===== config.mk =====
export PLATFORM = sky130hd
export DESIGN_NAME = led_shift_ctrl
export DESIGN_NICKNAME = d
export VERILOG_FILES = /design/src/rtl/led_shift_ctrl.sv
export SDC_FILE = /design/constraint.sdc
export NUM_CORES = 1
export LEC_CHECK = 0
export CORE_MARGIN = 2
export CORE_UTILIZATION = 50
export CTS_BUF_LIST = sky130_fd_sc_hd__clkbuf_16
export DETAILED_ROUTE_END_ITERATION = 7
export GPL_TIMING_DRIVEN = 0
export PLACE_DENSITY_LB_ADDON = 0.15
export SLEW_MARGIN = 25
export SYNTH_ARGS = -nofsm -noshare
export SYNTH_HDL_FRONTEND = slang
export SYNTH_SLANG_ARGS = --single-unit
export TNS_END_PERCENT = 5

===== constraint.sdc =====
create_clock -name clock -period 2.4 [get_ports clock]
set_input_delay 0.48 -clock clock [delete_from_list [all_inputs] [get_ports clock]]
set_output_delay 0.48 -clock clock [all_outputs]
set_load 0.02 [all_outputs]

===== src/rtl/led_shift_ctrl.sv =====
// ---------------------------------------------------------------------------
// led_shift_ctrl
//
// Drives the enable and direction of an external LED shift register and
// mirrors the position of the single lit LED.
//
// A programmable prescaler produces a one-cycle strobe every LIMsel clocks
// while the FSM is in RUN. A debounced button toggles the shift direction on
// each rising edge.
//
// Optional feature:
//   LED_SHIFT_PINGPONG_EN - when defined, the direction reverses at the ends
//   of the LED row, so the lit LED bounces back and forth. When undefined,
//   the lit LED rotates with wrap-around and only the button changes the
//   direction.
//
// Parameters:
//   NB_LEDS   - number of LEDs in the controlled shift register
//   NB_COUNT  - prescaler width
//   LIM0..3   - shift period in clocks for i_speed = 0..3 (each >= 2)
//
// Ports:
//   clock        in   sole clock, rising edge
//   i_reset      in   synchronous active-high reset
//   i_run        in   level: 1 = run, 0 = hold
//   i_speed      in   [1:0] period select
//   i_btn_dir    in   debounced button; each rising edge toggles direction
//   o_enable     out  one-cycle shift strobe
//   o_shift_dir  out  1 = left (toward MSB), 0 = right
//   o_pos        out  index of the lit LED
//   o_state      out  FSM state: IDLE=0, RUN=1, HOLD=2
// ---------------------------------------------------------------------------
module led_shift_ctrl #(
  parameter int                  NB_LEDS  = 4,
  parameter int                  NB_COUNT = 32,
  parameter logic [NB_COUNT-1:0] LIM0     = NB_COUNT'(2**25),
  parameter logic [NB_COUNT-1:0] LIM1     = NB_COUNT'(2**24),
  parameter logic [NB_COUNT-1:0] LIM2     = NB_COUNT'(2**23),
  parameter logic [NB_COUNT-1:0] LIM3     = NB_COUNT'(2**22),
  localparam int                 POS_W    = (NB_LEDS > 1) ? $clog2(NB_LEDS) : 1
) (
  input  logic             clock,
  input  logic             i_reset,
  input  logic             i_run,
  input  logic [1:0]       i_speed,
  input  logic             i_btn_dir,
  output logic             o_enable,
  output logic             o_shift_dir,
  output logic [POS_W-1:0] o_pos,
  output logic [1:0]       o_state
);

  typedef enum logic [1:0] {
    IDLE = 2'd0,
    RUN  = 2'd1,
    HOLD = 2'd2
  } state_t;

  localparam logic [POS_W-1:0] POS_MAX = POS_W'(NB_LEDS - 1);

  state_t              state;
  state_t              state_next;
  logic [NB_COUNT-1:0] count;
  logic [NB_COUNT-1:0] lim_sel;
  logic [NB_COUNT-1:0] lim_last;
  logic [1:0]          speed;
  logic                btn_prev;
  logic                btn_rise;
  logic                dir;
  logic                strobe;
  logic [POS_W-1:0]    pos;
  logic [POS_W-1:0]    pos_next;

  // State register.
  always_ff @(posedge clock) begin
    if (i_reset) begin
      state <= IDLE;
    end else begin
      state <= state_next;
    end
  end

  // Next-state logic: IDLE is only re-entered through reset.
  always_comb begin
    state_next = state;
    case (state)
      IDLE:    if (i_run)  state_next = RUN;
      RUN:     if (!i_run) state_next = HOLD;
      HOLD:    if (i_run)  state_next = RUN;
      default: state_next = IDLE;
    endcase
  end

  // Outputs are decoded only from registers, so o_enable is glitch-free.
  always_comb begin
    o_state     = state;
    o_enable    = strobe;
    o_shift_dir = dir;
    o_pos       = pos;
  end

  // The speed select is registered so the strobe never depends on an
  // unregistered input path.
  always_comb begin
    lim_sel = LIM0;
    case (speed)
      2'd0: lim_sel = LIM0;
      2'd1: lim_sel = LIM1;
      2'd2: lim_sel = LIM2;
      2'd3: lim_sel = LIM3;
      default: lim_sel = LIM0;
    endcase
    lim_last = lim_sel - NB_COUNT'(1);
    // ">=" rather than "==": switching to a shorter period mid-count fires
    // immediately instead of waiting for the counter to wrap.
    strobe = (state == RUN) && (count >= lim_last);
  end

  // Prescaler: cleared in IDLE, counts in RUN, frozen in HOLD.
  always_ff @(posedge clock) begin
    if (i_reset) begin
      count <= '0;
    end else begin
      case (state)
        IDLE:    count <= '0;
        RUN:     count <= strobe ? '0 : count + NB_COUNT'(1);
        HOLD:    count <= count;
        default: count <= '0;
      endcase
    end
  end

  assign btn_rise = i_btn_dir & ~btn_prev;

  // Position after one shift in the current direction, wrapping at both ends.
  always_comb begin
    pos_next = pos;
    if (dir) begin
      pos_next = (pos == POS_MAX) ? '0 : pos + POS_W'(1);
    end else begin
      pos_next = (pos == '0) ? POS_MAX : pos - POS_W'(1);
    end
  end

  // Position and direction. A strobe always shifts with the direction held
  // before this edge; a button toggle only affects later strobes.
  always_ff @(posedge clock) begin
    if (i_reset) begin
      btn_prev <= 1'b0;
      speed    <= 2'd0;
      dir      <= 1'b1;
      pos      <= '0;
    end else begin
      btn_prev <= i_btn_dir;
      speed    <= i_speed;
      if (strobe) begin
        pos <= pos_next;
      end
`ifdef LED_SHIFT_PINGPONG_EN
      // Reaching an end of the row reverses the direction; that reversal
      // overrides any button edge arriving on the same clock.
      if (strobe && dir && (pos_next == POS_MAX)) begin
        dir <= 1'b0;
      end else if (strobe && !dir && (pos_next == '0)) begin
        dir <= 1'b1;
      end else if (btn_rise) begin
        dir <= ~dir;
      end
`else
      if (btn_rise) begin
        dir <= ~dir;
      end
`endif
    end
  end

endmodule


==> results of run 1 <==
power by group through the flow:
stage | Clock, mW | Combinational, mW | Sequential [mW]
2_1_floorplan | 0 | 0.0454 | 0.696
5_1_grt | 0.658 | 0.0920 | 0.680
3_3_place_gp | 0 | 0.0783 | 0.693
4_1_cts | 0.631 | 0.0829 | 0.679
3_5_place_dp | 0 | 0.0785 | 0.693
6_report | 0.622 | 0.0842 | 0.679
registers in the layout (all words and copies together) (netlist names):
signal and count:
speed 2, btn_prev 1, o_state 2, o_pos 2, count 32, o_shift_dir 1
through the flow:
stage,setup WS (ns),setup TNS (ns),utilization,total power [mW],hold WS [ns]
after floorplan,0.2722,0,-,0.7412,0.4565
after global placement,-0.3238,-0.7412,0.5593,0.7716,0.4702
after detailed placement,-0.3867,-0.8210,0.5593,0.7717,0.4775
after CTS,0.005988,0,0.6033,1.393,0.4843
after global routing,0.003620,0,0.6085,1.430,0.5032
final,0.02744,0,0.6085,1.386,0.4844
kinds of logic (layout without fill, tap and decap cells):
logic type	Yosys count	count (layout)	synth area share
other cells	1	1	0.001672
buf+inv	16	37	0.05242
fa+ha+maj	7	7	0.03904
compound gates	54	54	0.1829
simple gates	134	134	0.3475
xor+xnor	5	5	0.01952
flops	40	40	0.3569
repair_timing:
action	CTS	global route
gates resized for setup	13	4
endpoints found under the setup margin	8	8
pin swaps	3	4
setup buffers	2	0
hold endpoints to repair	0	0
critical path: stages, from the launching register on:
cell,delay [ns]
dfxtp_2,0.33
and2_1,0.16
ha_1,0.20
a211oi_4,0.24
o211ai_1,0.23
a31oi_4,0.23
nor2_1,0.06
buf_4,0.15
final cells by class:
| class | instances | area (µm²) |
|---|---|---|
| Timing Repair Buffer | 13 | 122.6 |
| Inverter | 5 | 18.77 |
| Fill cell | 402 | 1693 |
| Clock buffer | 5 | 125.1 |
| Sequential cell | 40 | 803.3 |
| Tap cell | 52 | 65.06 |
| Clock inverter | 3 | 11.26 |
| Buffer | 11 | 98.84 |
| Multi-Input combinational cell | 201 | 1386 |
worst max path at each step:
stage,to,slack (ns),cells past startpoint
global placement,o_enable,-0.32,7
floorplan,o_enable,0.27,6
finish,o_enable,0.03,7
global route,o_enable,0.004,7
CTS,o_enable,0.006,6
detailed placement,o_enable,-0.39,7
layer usage:
layer  vias to the layer above  track usage  part of all wire
li1                       1006            -                 -
met1                       941       0.2952              0.48
met2                        43       0.3354              0.46
met3                         7      0.04274             0.054
met4                         0      0.07966             0.013
met5                         -            0                 0
cells in the final DEF (no fill, tap or decap), drive strengths merged, types with 8 or more instances in the layout:
master and n:
and3 8, buf 11, dfxtp 40, o21ai 11, clkbuf 8, a31oi 14, nand2 31, a21oi 11
or3 12, nand4 11, nand3 31, clkdlybuf4s50 10
==> metrics, run 1 <==
status complete, no violations; GPL Wtd Cong 0.8060; cell area power density 526.7 mW/mm²; Finished Layout Cells 330; Starting Density 0.5188; Mapped Area 0.002243 mm²; Cell Int Power 1.084 mW; minimum clock period 2.373 ns; via count 1997; Synth top area share 0.3569; CTS tree yes; first-pass GRT wire length 8542 µm; CTS sink count 40; Commonest cells post-synth 40 x dfxtp_1, 30 x nand2_1, 30 x nand3_1; antenna viol nets, final 0; hold buffers post-CTS 0; gr usage total 0.2150; Clock power frac 0.449; Setup crit start speed[1]; num rows 24; fmax 421.5 MHz; Worst Setup End Kind output port; initial antenna violation count 0; io pins 12; Yosys reg bits 40; Synth Net Count 270; drt initial violations 90; PortBufs 11; drt total wl 5114 µm; cell area after layout 0.002631 mm²; H-tree levels 2; Core Region 0.004324 mm²; NumNets Final 290; Min-Delay Path Depth 2; GRT Residual Overflow 0; Yosys Warn Count 0; Crit Path Category flip-flop to output port; Post-DP HPWL 3539 µm; slew margin rel. 0.6540; diode count 0; unrepaired setup endpoints after global routing no; Routed WL per cell 15.50 µm; worst hold start count[26]; clock-pin slew on the worst setup and hold paths 0.06 ns; critical path data arrival time 1.89 ns; sw frac 0.2181; Die X 70.99 µm; Die H 70.99 µm; ys async rst share 0; Clock Skew 0.004995 ns; CP Launch Type flip-flop; top post-synthesis cells by area dfxtp_1 36%, nand3_1 6.7%, nand2_1 5.0%, a31oi_1 3.9%, ha_1 3.9%; Final Cycle Share 0.9886; cell area after placement 0.002419 mm²; vias in the first global route 1778; part of the power in registers 0.490; top cell type by total area after synthesis dfxtp_1; combinational group share of total power 0.061; Worst Hold End count[26]; setup slack, reg-to-reg 0.13 ns; Die ar. 0.005039 mm²; HP Class flip-flop to flip-flop; RR Startpoint speed[1]; Max IR drop VDD 0.2783 mV; leakage power 0.9646 nW; # placed instances 320; maxcap violations 0; area delta synth->final 17.29%; Pins Over Slew Limit 0; top_reg_cell synth dfxtp_1; layout cells sized above 1 0.1511; # setup viols final 0; Critical Path RT 1.92 ns; Avg Cell Area, Syn 8.729 µm²; largest net degree at the start of global routing 12; Critical Path Fanout Max 3; vias per cell 6.052; CTS Buf Count 5; most numerous cell in the Yosys netlist dfxtp_1; r2r worst-path depth 9; Worst-Margin Slew 0.5190 ns; Critical R2R Capture count[21]; 1st-pass router iterations 4; NetSw 0.3022 mW; root buf cell clkbuf_16; Skew-Pair Late Insertion Delay 0.28 ns; Hold Violations, Final 0; Seq/Total Area, Yosys 0.3569; drc violations 0; CTS max path bufs 2; EDFF count, synth 0; Mapped Cells 257; Synth cell types 51
(Power assumes the default switching activity.)
==> run 2, diff against run 1 <==
Clock period 2.4 ns to 2.7 ns, I/O delays scaled along.
==> metrics, run 2 (synthesis results as in run 1) <==
CTS sink count 40; GPL Wtd Cong 0.8060; maxcap violations 0; gr usage total 0.2112; critical-path cell list or2_2 > ha_1 > and4_1 > and3_4 > a31oi_2 > nor2_1 > buf_2; Util after Layout 0.5940; Pins Over Slew Limit 0; Buf/Inv on CP 1; GRT Residual Overflow 0; Core Region 0.004324 mm²; antenna viol nets, final 0; layout cells sized above 1 0.1264; Starting Density 0.5188; cell area power density 477.7 mW/mm²; Max IR drop VDD 0.2465 mV; Fillers 409; Post-DP HPWL 3539 µm; multi-input logic area 0.001336 mm²; Routed WL per cell 15.27 µm; vias per cell 5.976; Final Cycle Share 0.9570; CTS Buf Count 5; worst hold start count[26]; critical path data arrival time 2.04 ns; Hold Violations, Final 0; sequential cell area 800.8 µm²; io pins 12; 1st-pass router iterations 4; slew margin rel. 0.6567; Die ar. 0.005039 mm²; area delta synth->final 14.50%; unrepaired setup endpoints after global routing no; Clock Skew 0.004885 ns; RR Startpoint speed[0]; CP Launch Type flip-flop; initial antenna violation count 0; HP Class flip-flop to flip-flop; Worst Setup End Kind output port; clock-pin slew on the worst setup and hold paths 0.05 ns; Largest register FFs 32; CTS max path bufs 2; leakage power 0.9555 nW; num rows 24; Skew-Pair Late Insertion Delay 0.28 ns; diode count 0; vias in the first global route 1749; Max stage delay on crit path 0.30 ns; Crit Path Category flip-flop to output port; Biggest register count; drc violations 0; # setup viols final 0; hold buffers post-CTS 0; commonest non-fill, non-tap cell in the layout dfxtp_1; most frequent cells in the layout 40 x dfxtp_1, 30 x nand2_1, 30 x nand3_1; Critical Path RT 2.16 ns; CP delay by family, top simple AND/OR/NAND/NOR gates; minimum clock period 2.584 ns; H-tree levels 2; root buf cell clkbuf_16; first-pass GRT wire length 8397 µm; Die X 70.99 µm; drt total wl 5023 µm; via count 1966; drt initial violations 101; fmax 387.0 MHz; Die H 70.99 µm; status complete, no violations; largest net degree at the start of global routing 12; setup TNS 0 ns; CTS tree yes; NumNets Final 289; Setup crit start speed[0]; PortBufs 11; Worst-Margin Slew 0.5150 ns; Critical Path Fanout Max 4; slowest stage cell, crit path dfxtp_1
## run 2: cell types whose count changed in the layout (fill, tap and decap cells not counted), moves of 2 or more
cell | previous run | this run
dfxtp_1 | 38 | 40
ha_4 | 2 | 0
ha_1 | 5 | 7
dfxtp_2 | 2 | 0
buf_4 | 3 | 1
## run 2: worst paths after layout
check	to	slack (ns)	cells past startpoint
max reg2reg	count[21]	0.35	9
max	o_enable	0.12	7
min	count[26]	0.48	2
min reg2reg	count[26]	0.48	2
## run 2: through the flow
stage	std cells	hold WS (ns)	cell area (µm²)	worst slack, ns	total power, mW
after floorplan	257	0.4565	2243	0.5122	0.6588
after global placement	320	0.4702	2419	-0.08379	0.6859
after detailed placement	320	0.4775	2419	-0.1467	0.6859
after CTS	329	0.4843	2575	0.02226	1.235
after global routing	329	0.5032	2569	0.06706	1.267
final	329	0.4832	2569	0.1161	1.227
## run 2: what timing repair did
item / 4_1_cts / 5_1_grt
pin swaps: 1 / 0
endpoints found under the setup margin: 1 / 1
gates resized for setup: 5 / 2
setup buffers: 1 / 0
cloned: 0 / 0
## run 2: cell type report
class | count | share of cell area
Multi-Input combinational cell | 201 | 0.5202
Tap cell | 52 | 0.02533
Clock buffer | 5 | 0.04871
Inverter | 5 | 0.007306
Buffer | 11 | 0.03848
Sequential cell | 40 | 0.3117
Clock inverter | 3 | 0.004384
Timing Repair Buffer | 12 | 0.04384
## run 2: power breakdown
part           leakage, nW  internal (mW)  switching, mW  total, mW
clock               0.0738          0.332          0.221      0.553
combinational        0.558         0.0314         0.0392     0.0706
sequential           0.324          0.597        0.00633      0.603
## run 2: tightest hold or removal path, cell delays in order, from the launching register on
cell,delay (ns)
dfxtp_1,0.33
nand2_1,0.06
a21oi_1,0.05
## run 2: per-layer routing
layer / routed length [µm] / GRT usage / part of all wire
met3: 192 / 0.04274 / 0.038
met4: 68 / 0.07966 / 0.014
met5: 0 / 0 / 0
met1: 2493 / 0.2925 / 0.50
met2: 2268 / 0.3250 / 0.45
==> run 3, diff against run 2 <==
Settings changed: SLEW_MARGIN 25 to 5.
==> results of run 3 <==
No change in the layout: final DEF, timing and power equal those of run 2.
